--- src/rtl/rr_slice_scheduler_if.sv ---
// Requester/config/grant bundle for the round-robin slice scheduler.
// master = requesters + control block, slave = scheduler.
interface rr_slice_scheduler_if #(
  parameter int N     = 4,
  parameter int IDW   = 2,
  parameter int CNT_W = 4
);
  logic [N-1:0]     req;
  logic             cfg_we;
  logic [IDW-1:0]   cfg_idx;
  logic [CNT_W-1:0] cfg_len;
  logic [N-1:0]     gnt;
  logic             gnt_valid;
  logic [IDW-1:0]   gnt_id;
  logic [CNT_W-1:0] slice_cnt;
  logic             slice_last;

  modport master (
    output req, cfg_we, cfg_idx, cfg_len,
    input  gnt, gnt_valid, gnt_id, slice_cnt, slice_last
  );

  modport slave (
    input  req, cfg_we, cfg_idx, cfg_len,
    output gnt, gnt_valid, gnt_id, slice_cnt, slice_last
  );
endinterface

--- src/rtl/rr_slice_scheduler.sv ---
// Round-robin time-slice scheduler: one owner at a time, each holding the
// resource for its programmed slice length or until it drops req.
module rr_slice_scheduler #(
  parameter int N         = 4,
  parameter int IDW       = 2,
  parameter int CNT_W     = 4,
  parameter int DEF_SLICE = 4
) (
  input logic                 clk,
  input logic                 rst,
  rr_slice_scheduler_if.slave sif
);

  typedef enum logic {IDLE, GRANT} state_e;

  state_e                     state_q, state_d;
  logic [IDW-1:0]             id_q, id_d;
  logic [IDW-1:0]             ptr_q, ptr_d;
  logic [CNT_W-1:0]           cnt_q, cnt_d;
  logic [N-1:0][CNT_W-1:0]    len_q;

  logic                       hi_found, lo_found, win_found;
  logic [IDW-1:0]             hi_id, lo_id, win_id;
  logic [CNT_W-1:0]           win_len;
  logic                       slice_end;

  // Per-requester slice length; out-of-range cfg_idx matches no entry.
  for (genvar g = 0; g < N; g++) begin : g_len
    always_ff @(posedge clk) begin
      if (rst)
        len_q[g] <= CNT_W'(DEF_SLICE);
      else if (sif.cfg_we && sif.cfg_idx == IDW'(g))
        len_q[g] <= sif.cfg_len;
    end
  end

  // Rotating priority: lowest requester above ptr first, else lowest at or
  // below ptr, which puts the previous owner (ptr) last in line.
  always_comb begin
    hi_found = 1'b0;
    lo_found = 1'b0;
    hi_id    = '0;
    lo_id    = '0;
    for (int i = N-1; i >= 0; i--) begin
      if (sif.req[i]) begin
        if (i > int'(ptr_q)) begin
          hi_found = 1'b1;
          hi_id    = IDW'(i);
        end else begin
          lo_found = 1'b1;
          lo_id    = IDW'(i);
        end
      end
    end
    win_found = hi_found | lo_found;
    win_id    = hi_found ? hi_id : lo_id;
    win_len   = (len_q[win_id] == '0) ? CNT_W'(1) : len_q[win_id];
  end

  assign slice_end = (cnt_q == CNT_W'(1)) || !sif.req[id_q];

  always_ff @(posedge clk) begin
    if (rst) begin
      state_q <= IDLE;
      id_q    <= '0;
      ptr_q   <= IDW'(N-1);
      cnt_q   <= '0;
    end else begin
      state_q <= state_d;
      id_q    <= id_d;
      ptr_q   <= ptr_d;
      cnt_q   <= cnt_d;
    end
  end

  always_comb begin
    state_d = state_q;
    id_d    = id_q;
    ptr_d   = ptr_q;
    cnt_d   = cnt_q;
    case (state_q)
      IDLE: begin
        if (win_found) begin
          state_d = GRANT;
          id_d    = win_id;
          ptr_d   = win_id;
          cnt_d   = win_len;
        end
      end
      GRANT: begin
        if (!slice_end) begin
          cnt_d = cnt_q - CNT_W'(1);
        end else if (win_found) begin
          id_d  = win_id;
          ptr_d = win_id;
          cnt_d = win_len;
        end else begin
          state_d = IDLE;
          id_d    = '0;
          cnt_d   = '0;
        end
      end
      default: state_d = IDLE;
    endcase
  end

  always_comb begin
    sif.gnt        = '0;
    sif.gnt_valid  = 1'b0;
    sif.slice_last = 1'b0;
    if (state_q == GRANT) begin
      sif.gnt[id_q]  = 1'b1;
      sif.gnt_valid  = 1'b1;
      sif.slice_last = (cnt_q == CNT_W'(1));
    end
    sif.gnt_id    = id_q;
    sif.slice_cnt = cnt_q;
  end

endmodule

--- src/flat_wrapper.sv ---
// flat-port wrapper written by rule: the top's interface ports become plain ports
module rr_slice_scheduler_flat 
#(
  parameter int N         = 4,
  parameter int IDW       = 2,
  parameter int CNT_W     = 4,
  parameter int DEF_SLICE = 4
)
  (clk, rst, sif_req, sif_cfg_we, sif_cfg_idx, sif_cfg_len, sif_gnt, sif_gnt_valid, sif_gnt_id, sif_slice_cnt, sif_slice_last);
  rr_slice_scheduler_if #(.N(N), .IDW(IDW), .CNT_W(CNT_W)) sif_i ();
  input logic clk;
  input logic rst;
  input wire logic [$bits(sif_i.req)-1:0] sif_req;
  input wire logic [$bits(sif_i.cfg_we)-1:0] sif_cfg_we;
  input wire logic [$bits(sif_i.cfg_idx)-1:0] sif_cfg_idx;
  input wire logic [$bits(sif_i.cfg_len)-1:0] sif_cfg_len;
  output wire logic [$bits(sif_i.gnt)-1:0] sif_gnt;
  output wire logic [$bits(sif_i.gnt_valid)-1:0] sif_gnt_valid;
  output wire logic [$bits(sif_i.gnt_id)-1:0] sif_gnt_id;
  output wire logic [$bits(sif_i.slice_cnt)-1:0] sif_slice_cnt;
  output wire logic [$bits(sif_i.slice_last)-1:0] sif_slice_last;
  assign sif_i.req = sif_req;
  assign sif_i.cfg_we = sif_cfg_we;
  assign sif_i.cfg_idx = sif_cfg_idx;
  assign sif_i.cfg_len = sif_cfg_len;
  assign sif_gnt = sif_i.gnt;
  assign sif_gnt_valid = sif_i.gnt_valid;
  assign sif_gnt_id = sif_i.gnt_id;
  assign sif_slice_cnt = sif_i.slice_cnt;
  assign sif_slice_last = sif_i.slice_last;
  rr_slice_scheduler #(.N(N), .IDW(IDW), .CNT_W(CNT_W), .DEF_SLICE(DEF_SLICE)) u_core (.clk(clk), .rst(rst), .sif(sif_i));
endmodule
--- config.mk ---
export PLATFORM = sky130hd
export DESIGN_NAME = rr_slice_scheduler_flat
export DESIGN_NICKNAME = d
export VERILOG_FILES = /design/src/rtl/rr_slice_scheduler_if.sv /design/src/rtl/rr_slice_scheduler.sv /design/src/flat_wrapper.sv
export SDC_FILE = /design/constraint.sdc
export NUM_CORES = 1
export LEC_CHECK = 0
export ABC_AREA = 1
export CORE_UTILIZATION = 55
export CTS_CLUSTER_DIAMETER = 40
export DETAILED_ROUTE_END_ITERATION = 10
export MAX_ROUTING_LAYER = met4
export PLACE_DENSITY = 0.84
export SYNTH_ARGS = -nofsm -noshare
export SYNTH_HDL_FRONTEND = slang
export SYNTH_SLANG_ARGS = --single-unit
--- constraint.sdc ---
create_clock -name clk -period 2.8 [get_ports clk]
set_input_delay 0.28 -clock clk [delete_from_list [all_inputs] [get_ports clk]]
set_output_delay 0.28 -clock clk [all_outputs]
set_load 0.05 [all_outputs]
# ---- Yosys cells after proc, flatten, opt, wreduce, memory -nomap -nowiden
# Index checks and enable logic that the tools add are counted.
dict set report totals {
  regBits 25
  in_bits 13
  out_inout_bits 12
  wordCells 84
}
dict set report classes {
  n_addsub 1
  n_lt_le_gt_ge 6
  n_eq_ne 6
  muxes 51
  bitwise_logic 2
  n_reduce_logical 10
}
# op count
set ops {}
lappend ops {{2-bit two-way mux} 19}
lappend ops {{4-bit two-way mux} 6}
lappend ops {{1-bit two-way mux} 19}
lappend ops {{4-bit binary-select mux with 2-bit select} 1}
lappend ops {{2-bit one-hot mux with 2 select lines} 2}
lappend ops {{4-bit one-hot mux with 2 select lines} 1}
lappend ops {{2-bit by 3-bit less-than comparator with 1-bit output (second input constant)} 2}
lappend ops {{1-bit logical AND} 5}
lappend ops {{2-bit equality test (second input constant)} 2}
lappend ops {{4-bit by 1-bit equality test with 1-bit output (second input constant)} 1}
lappend ops {{2-bit > comparator (first input constant)} 2}
lappend ops {{4-bit logical NOT} 1}
lappend ops {{4-bit by 1-bit subtractor with 4-bit output (second input constant)} 1}
lappend ops {{1-bit binary-select mux with 2-bit select} 1}
lappend ops {{1-bit demux with 2-bit select} 1}
lappend ops {{2-bit by 1-bit equality test with 1-bit output (second input constant)} 1}
lappend ops {{2-bit by 1-bit >= comparator with 1-bit output (second input constant)} 1}
lappend ops {{1-bit by 2-bit > comparator with 1-bit output (first input constant)} 1}
lappend ops {{2-bit logical NOT} 1}
lappend ops {{2-bit by 1-bit inequality test with 1-bit output (second input constant)} 1}
lappend ops {{2-bit inequality test (second input constant)} 1}
lappend ops {{1-bit one-hot mux with 2 select lines} 1}
lappend ops {{2-bit AND reduction} 1}
lappend ops {{1-bit logical NOT} 1}
lappend ops {{3 further kinds} 3}

# ---- Longest topological paths before layout
# Gate-level depths: netlist of the first run.
dict set report depth {
  word_depth 16
  depth_mapped 13
  mapped_depth_nobuf 13
}

# ---- Worst setup path after synthesis of the first run
# Ideal clock, no wire load.
dict set report synth_timing {
  path_type {reg-to-output}
  startpoint {reg u_core.state_q}
  endpoint {out sif_gnt[0]}
  arrival_time_ps 1990
  t_required_ps 2520
  path_slack_ps 530
  path_stages_with_launch 3
  path_buffers 0
  path_cell_list {dfxtp_1 -> inv_1 -> nor3_1}
}
dict set report synth_via {
  elab_chain_cells 1
}
# element line
set synth_lines {}
lappend synth_lines {{start, declared} rr_slice_scheduler.sv:16} ;# state_e state_q, state_d;
lappend synth_lines {{start signal, assigned} rr_slice_scheduler.sv:69} ;# state_q <= state_d;
lappend synth_lines {{4-bit two-way mux} rr_slice_scheduler.sv:111} ;# if (state_q == GRANT) begin
lappend synth_lines {{end, declared} flat_wrapper.sv:17} ;# output wire logic [$bits(sif_i.gnt)-1:0] sif_gnt;
# Every way passes these cells.

# ---- Worst setup path in the final report of the first run
dict set report layout_timing {
  startpoint {reg u_core.cnt_q[1], in the netlist u_core.sif.slice_cnt[1]}
  endpoint {out sif_slice_last}
}
dict set report layout_via {
  elab_chain_cells 2
}
# element line
set layout_lines {}
lappend layout_lines {{start, declared} rr_slice_scheduler.sv:19} ;# logic [CNT_W-1:0] cnt_q, cnt_d;
lappend layout_lines {{start signal, assigned} rr_slice_scheduler.sv:72} ;# cnt_q <= cnt_d;
lappend layout_lines {{4-bit by 1-bit equality test with 1-bit output} rr_slice_scheduler.sv:114} ;# sif.slice_last = (cnt_q == CNT_W'(1));
lappend layout_lines {{1-bit two-way mux} rr_slice_scheduler.sv:111}
lappend layout_lines {{end, declared} flat_wrapper.sv:21} ;# output wire logic [$bits(sif_i.slice_last)-1:0] sif_slice_last;
# Every way passes these cells.

==> flow_metrics.py, run 1 <==
metrics = {
    "timing": {
        "final-setup-viol-count": 0,
        "worst_slew_margin_rel": 0.642,
        "hold_viol_final": 0,
        "post-route-min-period_ns": 2.22,
        "rsz0062_at_grt": "false",
        "setup_tns_ns": 0,
        "clock_skew_ns": 0.00991,
        "maxSlewViolCount": 0,
        "fin_hold_ws_ns": 0.487,
        "setup_slack_ns": 0.583,
        "fmax_mhz": 451,
        "final_min_period_over_clock_period": 0.792,
        "worst-slew-pin-transition_ns": 0.533,
    },
    "synthesis": {
        "syn-cell-area_um2": 1330,
        "syn-num-nets": 213,
        "synthArstFlopShare": 0,
        "yosysSeqAreaShare": 0.376,
        "synth-main-ff-cell": "sky130_fd_sc_hd__dfxtp_1",
        "postSynthCellCount": 198,
        "postSynthRegisterBits": 25,
        "synth.avg_cell_area_um2": 6.72,
        "synthDistinctLibCells": 26,
        "synth-edff-count": 0,
        "ys.warnings.count": 0,
    },
    "critical_path": {
        "timing.setup.critical_path_class": "reg -> out",
        "timing.critical_path.cells": "inv_1 -> ha_1 -> nand2_1 -> nor2_1 -> clkdlybuf4s50_1",
        "critical_path.max_fanout": 3,
        "cp.required_ns": 2.52,
        "timing.critical_path.arrival_ns": 1.94,
        "worstSetupStartpointType": "register",
        "slowest_delay_ns": 0.80,
        "critical_path_sink_type": "output pin",
        "timing.critical_path.slowest_stage_cell": "sky130_fd_sc_hd__clkdlybuf4s50_1",
    },
    "power": {
        "pwr-share-clk": 0.136,
        "irDropWorstVdd_mv": 0.477,
        "seq_power_share": 0.375,
        "power.leakage_nw": 0.729,
        "comb_power_share": 0.489,
        "power_density_nw_per_um2": 745,
        "p_sw_frac": 0.453,
        "internal_power_uw": 663,
        "total_switching_power_uw": 549,
    },
    "drt": {
        "detail_route.first_pass.iterations": 4,
        "drc": 0,
        "wire_length_per_cell_after_detailed_routing_um": 12.8,
        "drt_wl_total_um": 3210,
        "via_count": 1380,
        "vias_per_cell": 5.48,
        "postRouteAntennaNets": 0,
        "drtIter0Drc": 38,
    },
    "cts": {
        "tritoncts": "done",
        "post-cts-setup-buffers": 0,
        "clockRootBuffer": "sky130_fd_sc_hd__clkbuf_4",
        "cts.sinks": 25,
        "cts-root-to-sink-buffers": 2,
        "cts.htree.levels": 1,
        "hold_buffers": 0,
        "insertion_delay_to_the_later_sink_of_the_worst_skew_pair_ns": 0.33,
        "gates_resized_cts_repair": 0,
        "worst_path_clk_slew_ns": 0.14,
        "tritoncts.num_buffers": 3,
    },
    "run_status": {
        "outcome": "finished, final reports clean",
    },
    "cells_and_area": {
        "drive_gt1_frac": 0.0982,
        "insertedDiodeCount": 0,
        "layout-area-overhead-vs-synth_pct": 22.2,
        "seqCellArea_um2": 500,
        "number_of_nets_in_the_layout": 240,
        "post-route-util": 0.721,
        "fillers": 200,
        "multiInputGateArea_um2": 737,
    },
    "placed_design": {
        "port_buffers": 24,
        "place.gp.congestion": 0.897,
        "preCtsSetupSlack_ns": 0.818,
        "dp.final_hpwl_um": 2490,
    },
    "floorplanning": {
        "number_of_placement_rows": 17,
        "die_h_um": 51.2,
        "floorplan.initialDensity": 0.590,
        "die_width_um": 51.2,
        "floorplan.io_pins": 25,
        "dieArea_um2": 2620,
        "core_region_area_um2": 2250,
    },
    "global_route": {
        "grt_pass1_vias": 1282,
        "grt_max_degree": 21,
        "groute.usage.overall": 0.277,
        "grt.overflow.total": 0,
        "antenna_violations_before_repair": 0,
        "grt_first_pass_wirelength_um": 5220,
    },
    "run": {
        "max_cap_viols": 0,
    },
    "min_path": {
        "hold_path_class": "reg -> reg",
    },
}
-- metrics by stage --
step,cell area (µm²),instances,power [mW]
after detailed placement,1600,248,1.05
after global placement,1600,248,1.03
after floorplan,1330,198,0.880
after global routing,1630,252,1.29
final,1630,252,1.21
after CTS,1630,252,1.21
-- path summary, 6_finish.rpt --
check,from,end,slack [ns],cells past startpoint
max reg2reg,u_core.ptr_q[1],u_core.sif.slice_cnt[0],1.16,11
min reg2reg,u_core.len_q[10],u_core.len_q[10],0.49,2
max,u_core.sif.slice_cnt[1],sif_slice_last,0.58,5
min,u_core.len_q[10],u_core.len_q[10],0.49,2
-- cell usage in the layout (no fill, tap or decap), drive strengths merged --
| cell type | n |
|---|---|
| o21a | 2 |
| xnor2 | 1 |
| o22ai | 1 |
| clkdlybuf4s50 | 24 |
| o211ai | 2 |
| a21oi | 5 |
| nand4 | 3 |
| or2 | 1 |
| nand2 | 44 |
| inv | 23 |
| ha | 2 |
| nand3 | 24 |
| nor3 | 8 |
| dfxtp | 25 |
| clkbuf | 3 |
| nor2 | 37 |
| a31oi | 1 |
| xor2 | 1 |
| o221ai | 1 |
| o21ai | 15 |
| clkinv | 1 |
-- flip-flops by register name, indices dropped and copies added (netlist names) --
signal / count
u_core.state_q: 1
u_core.sif.slice_cnt: 4
u_core.len_q: 16
u_core.sif.gnt_id: 2
u_core.ptr_q: 2
-- final cells by class --
| class | count | area share |
|---|---|---|
| timing repair buffer | 24 | 0.148 |
| sequential | 25 | 0.308 |
| multi-input combinational | 148 | 0.453 |
| tap | 28 | 0.0215 |
| clock inverter | 1 | 0.00308 |
| clock buffer | 3 | 0.0138 |
| inverter | 23 | 0.0531 |
-- worst max-delay path: cells and delay by family, from the launching register on --
family | cells | cell delay, ns
buffers and inverters | 2 | 0.89
AND/OR/NAND/NOR | 2 | 0.20
flip-flops | 1 | 0.35
adder cells (fa/ha/maj) | 1 | 0.16
-- cell usage after synthesis, types with 2 or more instances --
cell                       number  share of area
sky130_fd_sc_hd__nor3_1         8          0.030
sky130_fd_sc_hd__nor2_1        33          0.093
sky130_fd_sc_hd__o21ai_0       15          0.056
sky130_fd_sc_hd__o211ai_1       2          0.011
sky130_fd_sc_hd__ha_1           2          0.019
sky130_fd_sc_hd__a21oi_1        4          0.015
sky130_fd_sc_hd__clkbuf_1       2         0.0056
sky130_fd_sc_hd__inv_2          5          0.014
sky130_fd_sc_hd__inv_1         18          0.051
sky130_fd_sc_hd__nor2_2         2         0.0094
sky130_fd_sc_hd__nand4_1        3          0.014
sky130_fd_sc_hd__nand3_2        2          0.015
sky130_fd_sc_hd__o21a_1         2          0.011
sky130_fd_sc_hd__dfxtp_1       25           0.38
sky130_fd_sc_hd__nand2_2        5          0.023
sky130_fd_sc_hd__nand3_1       22          0.083
sky130_fd_sc_hd__nand2_1       38           0.11
sky130_fd_sc_hd__nor2_4         2          0.017
-- metal layers --
metal / vias to the layer above / track usage / wire length (µm)
met2: 32 / 0.500 / 1620
met4: 0 / 0.120 / 61
met1: 638 / 0.301 / 1440
met5: - / - / 0
li1: 703 / - / -
met3: 7 / 0.0357 / 93
-- power groups by stage --
stage | Sequential [mW] | Combinational, mW | Clock, mW
floorplan | 0.547 | 0.333 | 0
global placement | 0.456 | 0.575 | 0
detailed placement | 0.462 | 0.588 | 0
CTS | 0.453 | 0.590 | 0.165
global route | 0.462 | 0.649 | 0.176
finish | 0.455 | 0.592 | 0.165
-- cells by family (layout without fill, tap and decap cells) --
kind of cell	after synthesis	count (layout)	share of synthesized area
fa+ha+maj	2	2	0.0188
compound gates	27	27	0.117
simple gates	117	117	0.405
buf+inv	25	51	0.0705
xor+xnor	2	2	0.0132
flops	25	25	0.376
Power figures use the tool's default switching activity.
==> inputs of run 2 (changes only) <==
Settings changed: CORE_UTILIZATION 55 to 46, PLACE_DENSITY 0.84 to 0.75.
Clock period 2.8 ns to 2 ns, I/O delays scaled along.
==> run 2 against run 1 <==
Net effect: clock power is 38% higher; wire length is 10% lower; critical endpoint is now sif_gnt_id[0]; worst setup slack worse by 0.44 ns; largest power group unchanged.
==> flow_metrics.py, run 2 (same netlist as run 1, synthesis figures left out) <==
metrics = {
    "floorplanning": {
        "dieArea_um2": 3110,
        "floorplan.initialDensity": 0.483,
        "number_of_placement_rows": 19,
        "die_h_um": 55.8,
        "floorplan.io_pins": 25,
        "die_width_um": 55.8,
        "core_region_area_um2": 2760,
    },
    "drt": {
        "drt_wl_total_um": 2890,
        "postRouteAntennaNets": 0,
        "wire_length_per_cell_after_detailed_routing_um": 11.2,
        "drtIter0Drc": 50,
        "vias_per_cell": 5.07,
        "via_count": 1303,
        "drc": 0,
        "detail_route.first_pass.iterations": 4,
    },
    "cells_and_area": {
        "insertedDiodeCount": 0,
        "final_cell_mix": "sky130_fd_sc_hd__nand2_1, sky130_fd_sc_hd__nor2_1, sky130_fd_sc_hd__dfxtp_1",
        "drive_gt1_frac": 0.124,
        "largest_register": "u_core.len_q",
        "mostFrequentLayoutCell": "sky130_fd_sc_hd__nand2_1",
        "number_of_nets_in_the_layout": 242,
        "fillers": 264,
        "flip_flop_count_of_the_largest_register_all_copies_and_words_added": 16,
        "finalNonFillerCells": 257,
        "layout-area-overhead-vs-synth_pct": 22.6,
    },
    "global_route": {
        "grt_busiest_layer": "met2",
        "grt_util_met2": 0.339,
        "gr-usage-met3": 0.0233,
        "antenna_violations_before_repair": 0,
        "grt.overflow.total": 0,
        "grt_first_pass_wirelength_um": 5080,
        "groute.usage.overall": 0.207,
        "grt_pass1_vias": 1182,
        "use_met1": 0.272,
        "grt_max_degree": 21,
    },
    "cts": {
        "gates_resized_cts_repair": 0,
        "clockRootBuffer": "sky130_fd_sc_hd__clkbuf_4",
        "tritoncts": "done",
        "cts.htree.levels": 1,
        "cts-root-to-sink-buffers": 2,
        "cts.sinks": 25,
        "post-cts-setup-buffers": 0,
        "worst_path_clk_slew_ns": 0.13,
        "tritoncts.num_buffers": 3,
        "hold_buffers": 0,
        "insertion_delay_to_the_later_sink_of_the_worst_skew_pair_ns": 0.32,
    },
    "timing": {
        "final_min_period_over_clock_period": 0.928,
        "maxSlewViolCount": 0,
        "hold_viol_final": 0,
        "setup_tns_ns": 0,
        "fmax_mhz": 539,
        "worst_slew_margin_rel": 0.649,
        "final-setup-viol-count": 0,
        "worst-slew-pin-transition_ns": 0.525,
        "clock_skew_ns": 0.00553,
        "rsz0062_at_grt": "false",
        "post-route-min-period_ns": 1.86,
    },
    "power": {
        "p_total_mw": 1.67,
        "power_density_nw_per_um2": 1020,
        "power.leakage_nw": 0.746,
        "irDropWorstVdd_mv": 0.968,
    },
    "placed_design": {
        "placedCellCount": 253,
        "port_buffers": 24,
        "dp.final_hpwl_um": 2210,
        "place.gp.congestion": 0.820,
    },
    "critical_path": {
        "timing.critical_path.cells": "clkdlybuf4s50_1",
        "slowest_delay_ns": 0.85,
        "critical_path.max_fanout": 8,
        "timing.critical_path.arrival_ns": 1.66,
        "timing.critical_path.slowest_stage_cell": "sky130_fd_sc_hd__clkdlybuf4s50_1",
        "critical_path_sink_type": "output pin",
        "cp.required_ns": 1.80,
        "worstSetupStartpointType": "register",
        "worst-path-buf-inv": 1,
        "timing.setup.critical_path_class": "reg -> out",
        "cpLargestDelayFamily": "buffers and inverters",
    },
    "run_status": {
        "outcome": "finished, final reports clean",
    },
    "min_path": {
        "hold_path_class": "reg -> reg",
    },
    "run": {
        "max_cap_viols": 0,
    },
}
-- run 2: per-layer routing --
layer | part of all wire | vias up
met2 | 0.47 | 36
met5 | 0 | -
met1 | 0.48 | 561
li1 | - | 701
met4 | 0.012 | 0
met3 | 0.044 | 5
-- run 2: path summary, 6_finish.rpt --
check / from / end / slack (ns) / cells after the start
worst max-delay path: u_core.sif.gnt_id[0] / sif_gnt_id[0] / 0.14 / 1
worst max register to register: u_core.sif.gnt_id[0] / u_core.ptr_q[0] / 0.42 / 7
worst min register to register: u_core.len_q[10] / u_core.len_q[10] / 0.48 / 2
worst min-delay path: u_core.len_q[10] / u_core.len_q[10] / 0.48 / 2
-- run 2: layout make-up --
class / instances / area (µm²) / area share
clock buffers: 4 / 26.3 / 0.0161
multi-input cells: 148 / 737 / 0.452
inverters: 23 / 86.3 / 0.0529
flip-flops and latches: 25 / 500 / 0.307
repair buffers: 26 / 243 / 0.149
well taps: 31 / 38.8 / 0.0238
-- run 2: through the flow --
step	cell area (µm²)	hold WS, ns	utilization	worst slack [ns]
global route	1630	0.510	0.592	0.0627
CTS	1630	0.486	0.592	0.149
floorplan	1330	0.262	-	-0.190
global placement	1610	0.448	0.582	0.122
finish	1630	0.481	0.592	0.143
detailed placement	1610	0.455	0.582	0.0429
-- run 2: where the power goes --
| part | switching [mW] | leakage, nW | internal, mW |
|---|---|---|---|
| Combinational | 0.520 | 0.525 | 0.285 |
| Clock | 0.150 | 0.0150 | 0.0781 |
| Sequential | 0.0681 | 0.206 | 0.565 |
| Total | 0.738 | 0.746 | 0.928 |
